File: config.mk
export PLATFORM = sky130hd
export DESIGN_NAME = mul_issue_ctrl
export DESIGN_NICKNAME = d
export VERILOG_FILES = /design/src/rtl/mul_issue_ctrl_pkg.sv /design/src/rtl/mul_bypass_detect.sv /design/src/rtl/mul_issue_ctrl.sv
export SDC_FILE = /design/constraint.sdc
export NUM_CORES = 1
export LEC_CHECK = 0
export ABC_AREA = 1
export BUFFER_PORTS_ARGS = -buffer_cell sky130_fd_sc_hd__buf_2
export CORE_ASPECT_RATIO = 0.6
export CORE_MARGIN = 1
export CORE_UTILIZATION = 37
export DETAILED_ROUTE_END_ITERATION = 7
export MAX_ROUTING_LAYER = met4
export PLACE_DENSITY = 0.67
export SLEW_MARGIN = 10
export SYNTH_ARGS = -nofsm -noshare
export SYNTH_HDL_FRONTEND = slang
export SYNTH_HIERARCHICAL = 1
export SYNTH_SLANG_ARGS = --single-unit
File: constraint.sdc
create_clock -name clk -period 6.26 [get_ports clk]
set_input_delay 0.313 -clock clk [delete_from_list [all_inputs] [get_ports clk]]
set_output_delay 0.313 -clock clk [all_outputs]
set_load 0.03 [all_outputs]
File: src/rtl/mul_issue_ctrl_pkg.sv
// Shared definitions for the multicycle multiplier issue/retire controller.
// Holds the FSM state encoding, the default datapath width and the counter sizing.
package mul_issue_ctrl_pkg;

    localparam int MUL_WIDTH   = 64;
    localparam int MUL_CNT_W   = 4;
    localparam int MUL_LAT_MAX = (1 << MUL_CNT_W) - 1;

    typedef enum logic [1:0] {
        ST_IDLE = 2'd0,
        ST_CALC = 2'd1,
        ST_DONE = 2'd2
    } mul_state_e;

    function automatic logic mul_lat_legal(input int lat);
        return (lat >= 1) && (lat <= MUL_LAT_MAX);
    endfunction

endpackage

File: src/rtl/mul_bypass_detect.sv
// Zero/one operand detector for the multiply short-cut; exists only with MUL_BYPASS_EN.
// Purely combinational; the controller decides when the hit is acted on.
`ifdef MUL_BYPASS_EN
module mul_bypass_detect
    import mul_issue_ctrl_pkg::*;
#(
    parameter int WIDTH = MUL_WIDTH
) (
    input  logic [WIDTH-1:0] i_op_a,
    input  logic [WIDTH-1:0] i_op_b,
    output logic             o_hit,
    output logic [WIDTH-1:0] o_val
);

    localparam logic [WIDTH-1:0] ONE = WIDTH'(1);

    logic w_a_zero;
    logic w_b_zero;
    logic w_a_one;
    logic w_b_one;

    assign w_a_zero = (i_op_a == '0);
    assign w_b_zero = (i_op_b == '0);
    assign w_a_one  = (i_op_a == ONE);
    assign w_b_one  = (i_op_b == ONE);

    // Zero wins over one so 0*1 and 1*0 both produce zero.
    always_comb begin
        o_hit = 1'b0;
        o_val = '0;
        if (w_a_zero || w_b_zero) begin
            o_hit = 1'b1;
            o_val = '0;
        end else if (w_a_one) begin
            o_hit = 1'b1;
            o_val = i_op_b;
        end else if (w_b_one) begin
            o_hit = 1'b1;
            o_val = i_op_a;
        end
    end

endmodule
`endif

File: src/rtl/mul_issue_ctrl.sv
// Multicycle multiplier issue/retire control: result valid LAT edges after accept (same edge with MUL_BYPASS_EN
// on 0/1 operands); one operation in flight, DONE holds result indefinitely while out_ready is low.
module mul_issue_ctrl
    import mul_issue_ctrl_pkg::*;
#(
    parameter int WIDTH = MUL_WIDTH,
    parameter int LAT   = 2
) (
    input  logic             clk,
    input  logic             rst,
    input  logic             flush,
    input  logic             in_valid,
    output logic             in_ready,
    input  logic [WIDTH-1:0] op_a,
    input  logic [WIDTH-1:0] op_b,
    output logic [WIDTH-1:0] mul_a,
    output logic [WIDTH-1:0] mul_b,
    input  logic [WIDTH-1:0] mul_y,
    output logic             out_valid,
    input  logic             out_ready,
    output logic [WIDTH-1:0] result,
    output logic             busy
);

    // LAT must stay within 1..MUL_LAT_MAX so LAT-1 fits the counter.
    localparam logic [MUL_CNT_W-1:0] CNT_INIT = MUL_CNT_W'(LAT - 1);

    mul_state_e             r_state;
    mul_state_e             w_state_nxt;
    logic [MUL_CNT_W-1:0]   r_cnt;
    logic [WIDTH-1:0]       r_mul_a;
    logic [WIDTH-1:0]       r_mul_b;
    logic [WIDTH-1:0]       r_result;
    logic                   w_accept;
    logic                   w_calc_done;

`ifdef MUL_BYPASS_EN
    logic                   w_byp_hit;
    logic [WIDTH-1:0]       w_byp_val;

    mul_bypass_detect #(
        .WIDTH (WIDTH)
    ) u_bypass (
        .i_op_a (op_a),
        .i_op_b (op_b),
        .o_hit  (w_byp_hit),
        .o_val  (w_byp_val)
    );
`endif

    assign w_accept    = !flush && (r_state == ST_IDLE) && in_valid;
    assign w_calc_done = !flush && (r_state == ST_CALC) && (r_cnt == '0);

    always_ff @(posedge clk or posedge rst) begin
        if (rst) begin
            r_state <= ST_IDLE;
        end else begin
            r_state <= w_state_nxt;
        end
    end

    always_comb begin
        w_state_nxt = r_state;
        if (flush) begin
            w_state_nxt = ST_IDLE;
        end else begin
            case (r_state)
                ST_IDLE: begin
                    if (in_valid) begin
`ifdef MUL_BYPASS_EN
                        w_state_nxt = w_byp_hit ? ST_DONE : ST_CALC;
`else
                        w_state_nxt = ST_CALC;
`endif
                    end
                end
                ST_CALC: begin
                    if (r_cnt == '0) begin
                        w_state_nxt = ST_DONE;
                    end
                end
                ST_DONE: begin
                    if (out_ready) begin
                        w_state_nxt = ST_IDLE;
                    end
                end
                default: w_state_nxt = ST_IDLE;
            endcase
        end
    end

    always_comb begin
        in_ready  = (r_state == ST_IDLE);
        out_valid = (r_state == ST_DONE);
        busy      = (r_state == ST_CALC) || (r_state == ST_DONE);
    end

    always_ff @(posedge clk or posedge rst) begin
        if (rst) begin
            r_cnt <= '0;
        end else if (flush) begin
            r_cnt <= '0;
        end else if (w_accept) begin
            r_cnt <= CNT_INIT;
        end else if ((r_state == ST_CALC) && (r_cnt != '0)) begin
            r_cnt <= r_cnt - 1'b1;
        end
    end

    // Operands stay frozen from accept to the next accept: the multicycle path relies on it.
    always_ff @(posedge clk or posedge rst) begin
        if (rst) begin
            r_mul_a <= '0;
            r_mul_b <= '0;
        end else if (w_accept) begin
            r_mul_a <= op_a;
            r_mul_b <= op_b;
        end
    end

    always_ff @(posedge clk or posedge rst) begin
        if (rst) begin
            r_result <= '0;
        end else if (w_calc_done) begin
            r_result <= mul_y;
`ifdef MUL_BYPASS_EN
        end else if (w_accept && w_byp_hit) begin
            r_result <= w_byp_val;
`endif
        end
    end

    assign mul_a  = r_mul_a;
    assign mul_b  = r_mul_b;
    assign result = r_result;

endmodule

== Word level (Yosys, flattened, before mapping) ==
Index checks and enable logic that the tools add are counted.
Widths: inputs -> output; s select.

* Word-level logic and storage cells: 31
* Bits of input ports: 197
* Bits in registers: 198
* Output and inout port bits: 195

* $add $sub $neg: 1
* Reductions and logical operators: 12
* Multiplexer cells: 8
* Equality and inequality tests: 5

{| class="wikitable"
|+ Operator list
! operator !! count
|-
| $mux 4 || 3
|-
| $mux 2 || 4
|-
| $ne 3x3->1 const B || 2
|-
| $pmux 2 s3 || 1
|-
| $logic_and 1x1->1 || 5
|-
| $logic_not 4->1 || 1
|-
| $reduce_bool 4->1 || 1
|-
| $sub 4x1->4 const B || 1
|-
| $ne 3x2->1 const B || 1
|-
| $reduce_and 3->1 || 1
|-
| $reduce_bool 3->1 || 1
|-
| $eq 2x1->1 const B || 1
|-
| $eq 2x2->1 const B || 1
|-
| $logic_not 2->1 || 1
|-
| $logic_not 1->1 || 1
|-
| $logic_or 1x1->1 || 1
|}

== Logic depth before layout (Yosys ltp) ==
Gate-level depths: netlist of run 1.

* Depth in word-level cells: 5
* Gate-level depth with buffers: 9

== Worst setup path after synthesis of run 1 ==
Ideal clock, no wire load.

* Path kind: register to register
* Start point: register r_state[0]
* End point: register r_mul_a[0] (netlist: mul_a[0])
* Data required time: 6.142 ns
* Period minus slack after synthesis: 1.634 ns
* Setup time: 0.118 ns
* Buffers on the path: 2
* Stages on the path, launching flop included: 10
* Path slack: 4.626 ns
* Arrival time: 1.516 ns
* Cells stage by stage: dfrtp_1 inv_1 ha_1 nand2_2 nor2_4 inv_2 buf_4 buf_2 nand2_1 nand2_1

* Longest elaborated chain between the ends: 3

{| class="wikitable"
|+ Ends and longest elaborated chain
! item !! line !! source
|-
| from (decl) || mul_issue_ctrl.sv:28 || <nowiki>mul_state_e r_state;</nowiki>
|-
| from (signal assigned) || mul_issue_ctrl.sv:58 || <nowiki>r_state <= w_state_nxt;</nowiki>
|-
| $logic_not 2->1 || -- ||
|-
| net in_ready || mul_issue_ctrl.sv:13 || <nowiki>output logic in_ready,</nowiki>
|-
| $logic_and 1x1->1 (2 in series) || mul_issue_ctrl.sv:51 || <nowiki>assign w_accept = !flush && (r_state == ST_IDLE) && in_valid;</nowiki>
|-
| to (signal assigned) || mul_issue_ctrl.sv:116 || <nowiki>r_mul_a <= op_a;</nowiki>
|-
| to (decl) || mul_issue_ctrl.sv:31 || <nowiki>logic [WIDTH-1:0] r_mul_a;</nowiki>
|}

The timed path passes the listed nets, and every way through them passes these cells.
A chain may end at the register's enable or synchronous reset.

== Worst setup path after layout of run 1 ==
* Start point: register r_state[0]
* End point: register r_mul_b[22] (netlist: mul_b[22])

* Longest elaborated chain between the ends: 3

{| class="wikitable"
|+ Ends and longest elaborated chain
! item !! line !! source
|-
| $logic_not 2->1 || mul_issue_ctrl.sv:51 ||
|-
| $logic_and 1x1->1 (2 in series) || mul_issue_ctrl.sv:51 ||
|-
| to (signal assigned) || mul_issue_ctrl.sv:117 || <nowiki>r_mul_b <= op_b;</nowiki>
|-
| to (decl) || mul_issue_ctrl.sv:32 || <nowiki>logic [WIDTH-1:0] r_mul_b;</nowiki>
|}

No other way between the ends.

==> results.sh, run 1 <==
export IMPL_ys_seq_area_share_pct=63.98
export IMPL_core_um2=20270
export IMPL_status="finished clean"
export IMPL_synthesis_yosys_warnings=6
export IMPL_fmax_mhz=393.9
export IMPL_setup_viol=0
export IMPL_p_leak_nw=6.268
export IMPL_cts_root_buf="clkbuf_16"
export IMPL_io_buffers=391
export IMPL_avgRoutedWirePerCell_um=13.40
export IMPL_setup_tns_ns=0
export IMPL_clk_latency_ns=0.43
export IMPL_firstDrtPassIters=4
export IMPL_cp_num_buf_inv=2
export IMPL_cp_slowest_cell="buf_4"
export IMPL_syn2layout_area_growth_pct=34.53
export IMPL_slew_limit_headroom_pct=24.43
export IMPL_start_kind="register"
export IMPL_final_hold_viol_count=0
export IMPL_grt_max_degree=122
export IMPL_dieArea_um2=21530
export IMPL_syn_nets=1073
export IMPL_place_congestion=0.8533
export IMPL_initial_utilization_pct=38.20
export IMPL_rr_worst_depth=7
export IMPL_max_stage_delay_ns=0.86
export IMPL_num_rows=40
export IMPL_die_h_um=114.1
export IMPL_cts_sinks=198
export IMPL_vias=6620
export IMPL_drive_gt1_share_pct=34.45
export IMPL_cp_top_family="buffers and inverters"
export IMPL_path_clk_slew_ns=0.07
export IMPL_post_cts_setup_buffers=0
export IMPL_final_cells=1530
export IMPL_cts_made_buffers=17
export IMPL_ys_seq_elements=198
export IMPL_syn_area_um2=7744
export IMPL_path_cells="inv_1 -> ha_1 -> nand2_2 -> nor2_4 -> buf_4 -> nand2_1 -> nand2_1"
export IMPL_io_pins=392
export IMPL_hpwlAfterDp_um=14840
export IMPL_critical_path_most_common_cell="nand2_1"
export IMPL_top_layer="met4"
export IMPL_grt_pass1_wl_um=31680
export IMPL_post_place_cells=1497
export IMPL_critPathRequiredTime_ns=6.62
export IMPL_antenna_left=0
export IMPL_min_period_over_period_pct=40.56
export IMPL_timing_final_ws_setup_ns=3.721
export IMPL_drv_cap=0
export IMPL_clockBufferDepth=2
export IMPL_fin_crit_ns=2.539
export IMPL_rsz0062_at_grt="no"
export IMPL_hp_class="in2async"
export IMPL_drc_errors=0
export IMPL_power_density_nw_per_um2=587.5
export IMPL_drt_iter0_drc=355
export IMPL_cts_tree="yes"
export IMPL_die_w_um=188.8
export IMPL_finalMaxSlewViolations=0
export IMPL_avgViaCountPerCell=4.327
export IMPL_syn_inst=870
export IMPL_antenna_found_initial=3
export IMPL_final_net_count=1446
export IMPL_routed_wl_met2_um=9801
export IMPL_track_usage_pct=19.57
export IMPL_grt_overflow_total=0
export IMPL_endpoint_kind="register"
export IMPL_cts_resized=0
export IMPL_finalWirelength_um=20500
export IMPL_met1_length_um=9106
export IMPL_htree_levels=4
export IMPL_arrival_ns=2.90
export IMPL_worst_pin_slew_ns=1.134
export IMPL_synth_area_per_cell_um2=8.901
export IMPL_pre_cts_ws_ns=3.715
export IMPL_crit_fanout=107
export IMPL_clock_skew_ns=0.01193
export IMPL_wl_met3_um=1395
export IMPL_path_depth=7
export IMPL_fin_util_pct=51.40
export IMPL_grt_pass1_vias=6030
export IMPL_synth_cell_types=20
export IMPL_hold_buffers=0
export IMPL_crit_type="reg2reg"
export IMPL_vdd_ir_drop_max_mv=0.3153
-- per-stage QoR --
| stage | area, um2 | total power, W | hold slack, ns |
|---|---|---|---|
| 3_3_place_gp | 9833 | 0.005037 | 0.4483 |
| 4_1_cts | 10410 | 0.006193 | 0.05068 |
| 3_5_place_dp | 9833 | 0.005088 | 0.4531 |
| 5_1_grt | 10420 | 0.006524 | 0.05788 |
| 6_report | 10420 | 0.006121 | 0.02017 |
| 2_1_floorplan | 7744 | 0.004176 | 0.4296 |
-- cells by family after synthesis --
| kind of cell | after synthesis | synth area share (%) |
|---|---|---|
| and+or+nand+nor | 480 | 23.62 |
| DFF | 198 | 63.98 |
| buffers and inverters | 118 | 6.996 |
| AOI/OAI and AO/OA | 68 | 4.427 |
| adders and majority gates | 6 | 0.9694 |
-- state kept, by name (all words and copies together) (netlist names) --
name     flops
r_state      2
mul_b       64
r_cnt        4
mul_a       64
result      64
-- path summary, 6_finish.rpt --
check                           start          to  slack, ns
hold / removal                    rst  result[56]       0.02
setup reg to reg           r_state[0]   mul_b[22]       3.72
max in group asynchronous         rst   mul_a[58]       4.72
hold reg to reg             mul_b[11]   mul_b[11]       0.46
min in group clk             op_b[18]   mul_b[18]       0.08
setup / recovery           r_state[0]   mul_b[22]       3.72
-- cells in the mapped netlist --
cell type / count / area share [%]
a21oi_1: 1 / 0.065
inv_1: 74 / 3.6
buf_2: 23 / 1.5
clkbuf_2: 2 / 0.13
buf_4: 14 / 1.4
nand2_2: 1 / 0.081
buf_6: 2 / 0.29
nor2_1: 8 / 0.39
nor2_4: 1 / 0.15
nor2_2: 2 / 0.16
o21ai_0: 25 / 1.6
inv_2: 2 / 0.097
clkbuf_1: 1 / 0.048
ha_1: 6 / 0.97
a21boi_0: 1 / 0.097
nand3_1: 6 / 0.39
o21ai_1: 41 / 2.6
nand4_1: 2 / 0.16
nand2_1: 460 / 22
dfrtp_1: 198 / 64
-- power by group --
group | total (W) | internal, W | switching (W)
combinational | 0.00285 | 0.000759 | 0.00209
clock | 0.00109 | 0.000609 | 0.000477
sequential | 0.00219 | 0.00189 | 0.000302
total | 0.00612 | 0.00325 | 0.00287
-- cell type report --
class                   count  area, um2
fillers                  2009       9852
flip-flops and latches    198       4955
multi-input cells         554       2247
repair buffers            396       1994
clock buffers              20      456.7
well taps                 273      341.6
inverters                  76      295.3
clock inverters            10      120.1
diodes                      3      7.507
-- layout by cell type (no fill, tap or decap), types with 3 or more instances in the layout --
| cell type | Yosys | final |
|---|---|---|
| buf_4 | 14 | 5 |
| ha_1 | 6 | 6 |
| o21ai_1 | 41 | 41 |
| nor2_1 | 8 | 8 |
| buf_2 | 23 | 391 |
| nand3_1 | 6 | 6 |
| inv_6 | 0 | 3 |
| nand2_1 | 460 | 460 |
| o21ai_0 | 25 | 25 |
| clkbuf_16 | 0 | 17 |
| dfrtp_1 | 198 | 198 |
| diode_2 | 0 | 3 |
| inv_1 | 74 | 73 |
-- metal layers --
layer,track usage (%),vias to the layer above
li1,-,3362
met1,25.02,3032
met2,30.12,212
met3,5.884,14
met4,5.699,0
met5,-,-
No activity file was read; power rests on OpenSTA's default activity.
==> run 2, diff against run 1 <==
--- a/config.mk
+++ b/config.mk
@@ -12,7 +12,7 @@
 export CORE_UTILIZATION = 37
 export DETAILED_ROUTE_END_ITERATION = 7
 export MAX_ROUTING_LAYER = met4
-export PLACE_DENSITY = 0.67
+export PLACE_DENSITY = 0.7
 export SLEW_MARGIN = 10
 export SYNTH_ARGS = -nofsm -noshare
 export SYNTH_HDL_FRONTEND = slang
==> constraint.sdc (replaced) <==
create_clock -name clk -period 2 [get_ports clk]
set_input_delay 0.1 -clock clk [delete_from_list [all_inputs] [get_ports clk]]
set_output_delay 0.1 -clock clk [all_outputs]
set_load 0.03 [all_outputs]
==> run 2 against run 1 <==
Net effect:
- first-iteration DRC count up 24%
- worst setup slack worse by 3.4 ns
- cell count up 13%
- sequential power rose to 3.1 times the previous value
- via count up 17%
- register-to-register slack worse by 3.4 ns
- non-clock buffer count up 198
- power rose to 3.2 times the previous value
- global-route usage up 3.7 points
- critical endpoint is now mul_a[21]
- largest power group unchanged
==> results.sh, run 2 (synthesis results as in run 1) <==
export IMPL_status="finished clean"
export IMPL_fin_crit_ns=1.678
export IMPL_avgViaCountPerCell=4.490
export IMPL_layout_common_cells="nand2_1, buf_2, dfrtp_1"
export IMPL_htree_levels=4
export IMPL_finalInstanceArea_um2=12500
export IMPL_hp_start="out_ready"
export IMPL_postPlaceCellArea_um2=9972
export IMPL_antenna_left=0
export IMPL_finalWirelength_um=23900
export IMPL_setup_tns_ns=0
export IMPL_rrSetupSlack_ns=0.32
export IMPL_endpoint_kind="register"
export IMPL_cp_slowest_cell="dfrtp_1"
export IMPL_grt_overflow_total=0
export IMPL_reg2reg_to="mul_a[21]"
export IMPL_r2r_start="r_state[1]"
export IMPL_total_power_w=0.01971
export IMPL_rr_worst_depth=8
export IMPL_io_buffers=391
export IMPL_cts_made_buffers=17
export IMPL_whs_ns=0.1726
export IMPL_track_usage_pct=23.30
export IMPL_arrival_ns=2.00
export IMPL_worstSetupStartpoint="r_state[1]"
export IMPL_clockBufferDepth=2
export IMPL_initial_utilization_pct=38.20
export IMPL_syn2layout_area_growth_pct=61.40
export IMPL_final_cells=1728
export IMPL_path_cells="inv_1 -> ha_1 -> nand2_2 -> nor2_4 -> inv_4 -> buf_12 -> nand2_1 -> nand2_1"
export IMPL_hold_depth=8
export IMPL_die_h_um=114.1
export IMPL_min_period_over_period_pct=83.91
export IMPL_drv_cap=0
export IMPL_p_leak_nw=7.140
export IMPL_fmax_mhz=595.9
export IMPL_n_fill_cell=1629
export IMPL_mostFrequentLayoutCell="nand2_1"
export IMPL_hpwlAfterDp_um=14960
export IMPL_max_stage_delay_ns=0.38
export IMPL_num_rows=40
export IMPL_critPathRequiredTime_ns=2.32
export IMPL_crit_type="reg2reg"
export IMPL_die_w_um=188.8
export IMPL_worst_pin_slew_ns=0.6120
export IMPL_cts_sinks=198
export IMPL_hp_class="in2reg"
export IMPL_final_hold_viol_count=0
export IMPL_rsz0062_at_grt="no"
export IMPL_core_um2=20270
export IMPL_clk_latency_ns=0.43
export IMPL_io_pins=392
export IMPL_finalMaxSlewViolations=0
export IMPL_cts_root_buf="clkbuf_16"
export IMPL_drc_errors=0
export IMPL_grt_pass1_wl_um=38140
export IMPL_post_place_cells=1501
export IMPL_holdPathEnd="r_state[1]"
export IMPL_avgRoutedWirePerCell_um=13.83
export IMPL_place_congestion=0.8549
export IMPL_critical_path_most_common_cell="nand2_1"
export IMPL_drt_iter0_drc=440
export IMPL_dieArea_um2=21530
export IMPL_clock_skew_ns=0.007728
export IMPL_path_clk_slew_ns=0.07
export IMPL_grt_max_degree=129
export IMPL_antenna_found_initial=0
export IMPL_setup_viol=0
export IMPL_start_kind="register"
export IMPL_power_density_nw_per_um2=1577
export IMPL_drive_gt1_share_pct=30.06
export IMPL_final_net_count=1644
export IMPL_crit_fanout=59
export IMPL_cts_tree="yes"
export IMPL_slew_limit_headroom_pct=59.12
export IMPL_grt_pass1_vias=7710
export IMPL_firstDrtPassIters=5
export IMPL_vdd_ir_drop_max_mv=1.101
export IMPL_vias=7759
[run 2: changes by cell type in the layout (fill, tap and decap cells not counted), sizes merged]
cell and delta:
diode -2, inv -1, buf +4, clkbuf +1
clkinv +1, dlygate4sd3 +194, clkinvlp +1
[run 2: report_power, final]
part | internal, W | switching, W
Clock | 0.00192 | 0.00151
Combinational | 0.00269 | 0.00671
Sequential | 0.00591 | 0.000979
Total | 0.0105 | 0.00920
[run 2: per-layer routing]
layer / track usage, % / wire, um / up-vias
met3: 5.057 / 1436 / 43
met1: 27.77 / 9707 / 3657
li1: - / - / 3772
met4: 7.957 / 535 / 0
met5: - / 0 / -
met2: 39.41 / 12220 / 287
[run 2: worst max-delay path, delay by kind of cell, from the launching register on]
family | cells | cell delay (ns)
flops | 1 | 0.38
fa+ha+maj | 1 | 0.23
simple gates | 4 | 0.44
buf+inv | 3 | 0.49
[run 2: what timing repair did]
| item | in CTS | in global routing |
|---|---|---|
| setup endpoints to repair | 0 | 0 |
| hold endpoints to repair | 216 | 0 |
| gates resized for setup | 0 | 0 |
| hold buffers | 194 | 0 |
| buffers inserted | 0 | 0 |
[run 2: layout make-up]
class	count	area [um2]	share of cell area (%)
antenna	1	2.502	0.02002
clock inverter	11	121.4	0.9711
clock buffer	21	460.4	3.684
multi-input combinational	554	2247	17.98
sequential	198	4955	39.64
tap	273	341.6	2.733
timing repair buffer	594	4079	32.64
inverter	76	291.5	2.333
[run 2: through the flow]
step / worst slack [ns] / util [%]
final: 0.3218 / 61.66
after global routing: 0.1495 / 61.65
after CTS: 0.2969 / 61.65
after detailed placement: 0.3132 / 49.20
after global placement: 0.4067 / 49.20
after floorplan: -0.6604 / -
[run 2: worst max-delay path by stage]
stage,endpoint,cells past startpoint
3_5_place_dp,r_cnt[0],8
6_report,mul_a[21],8
4_1_cts,r_cnt[0],8
2_1_floorplan,mul_a[0],1
5_1_grt,mul_b[25],8
3_3_place_gp,r_cnt[0],8
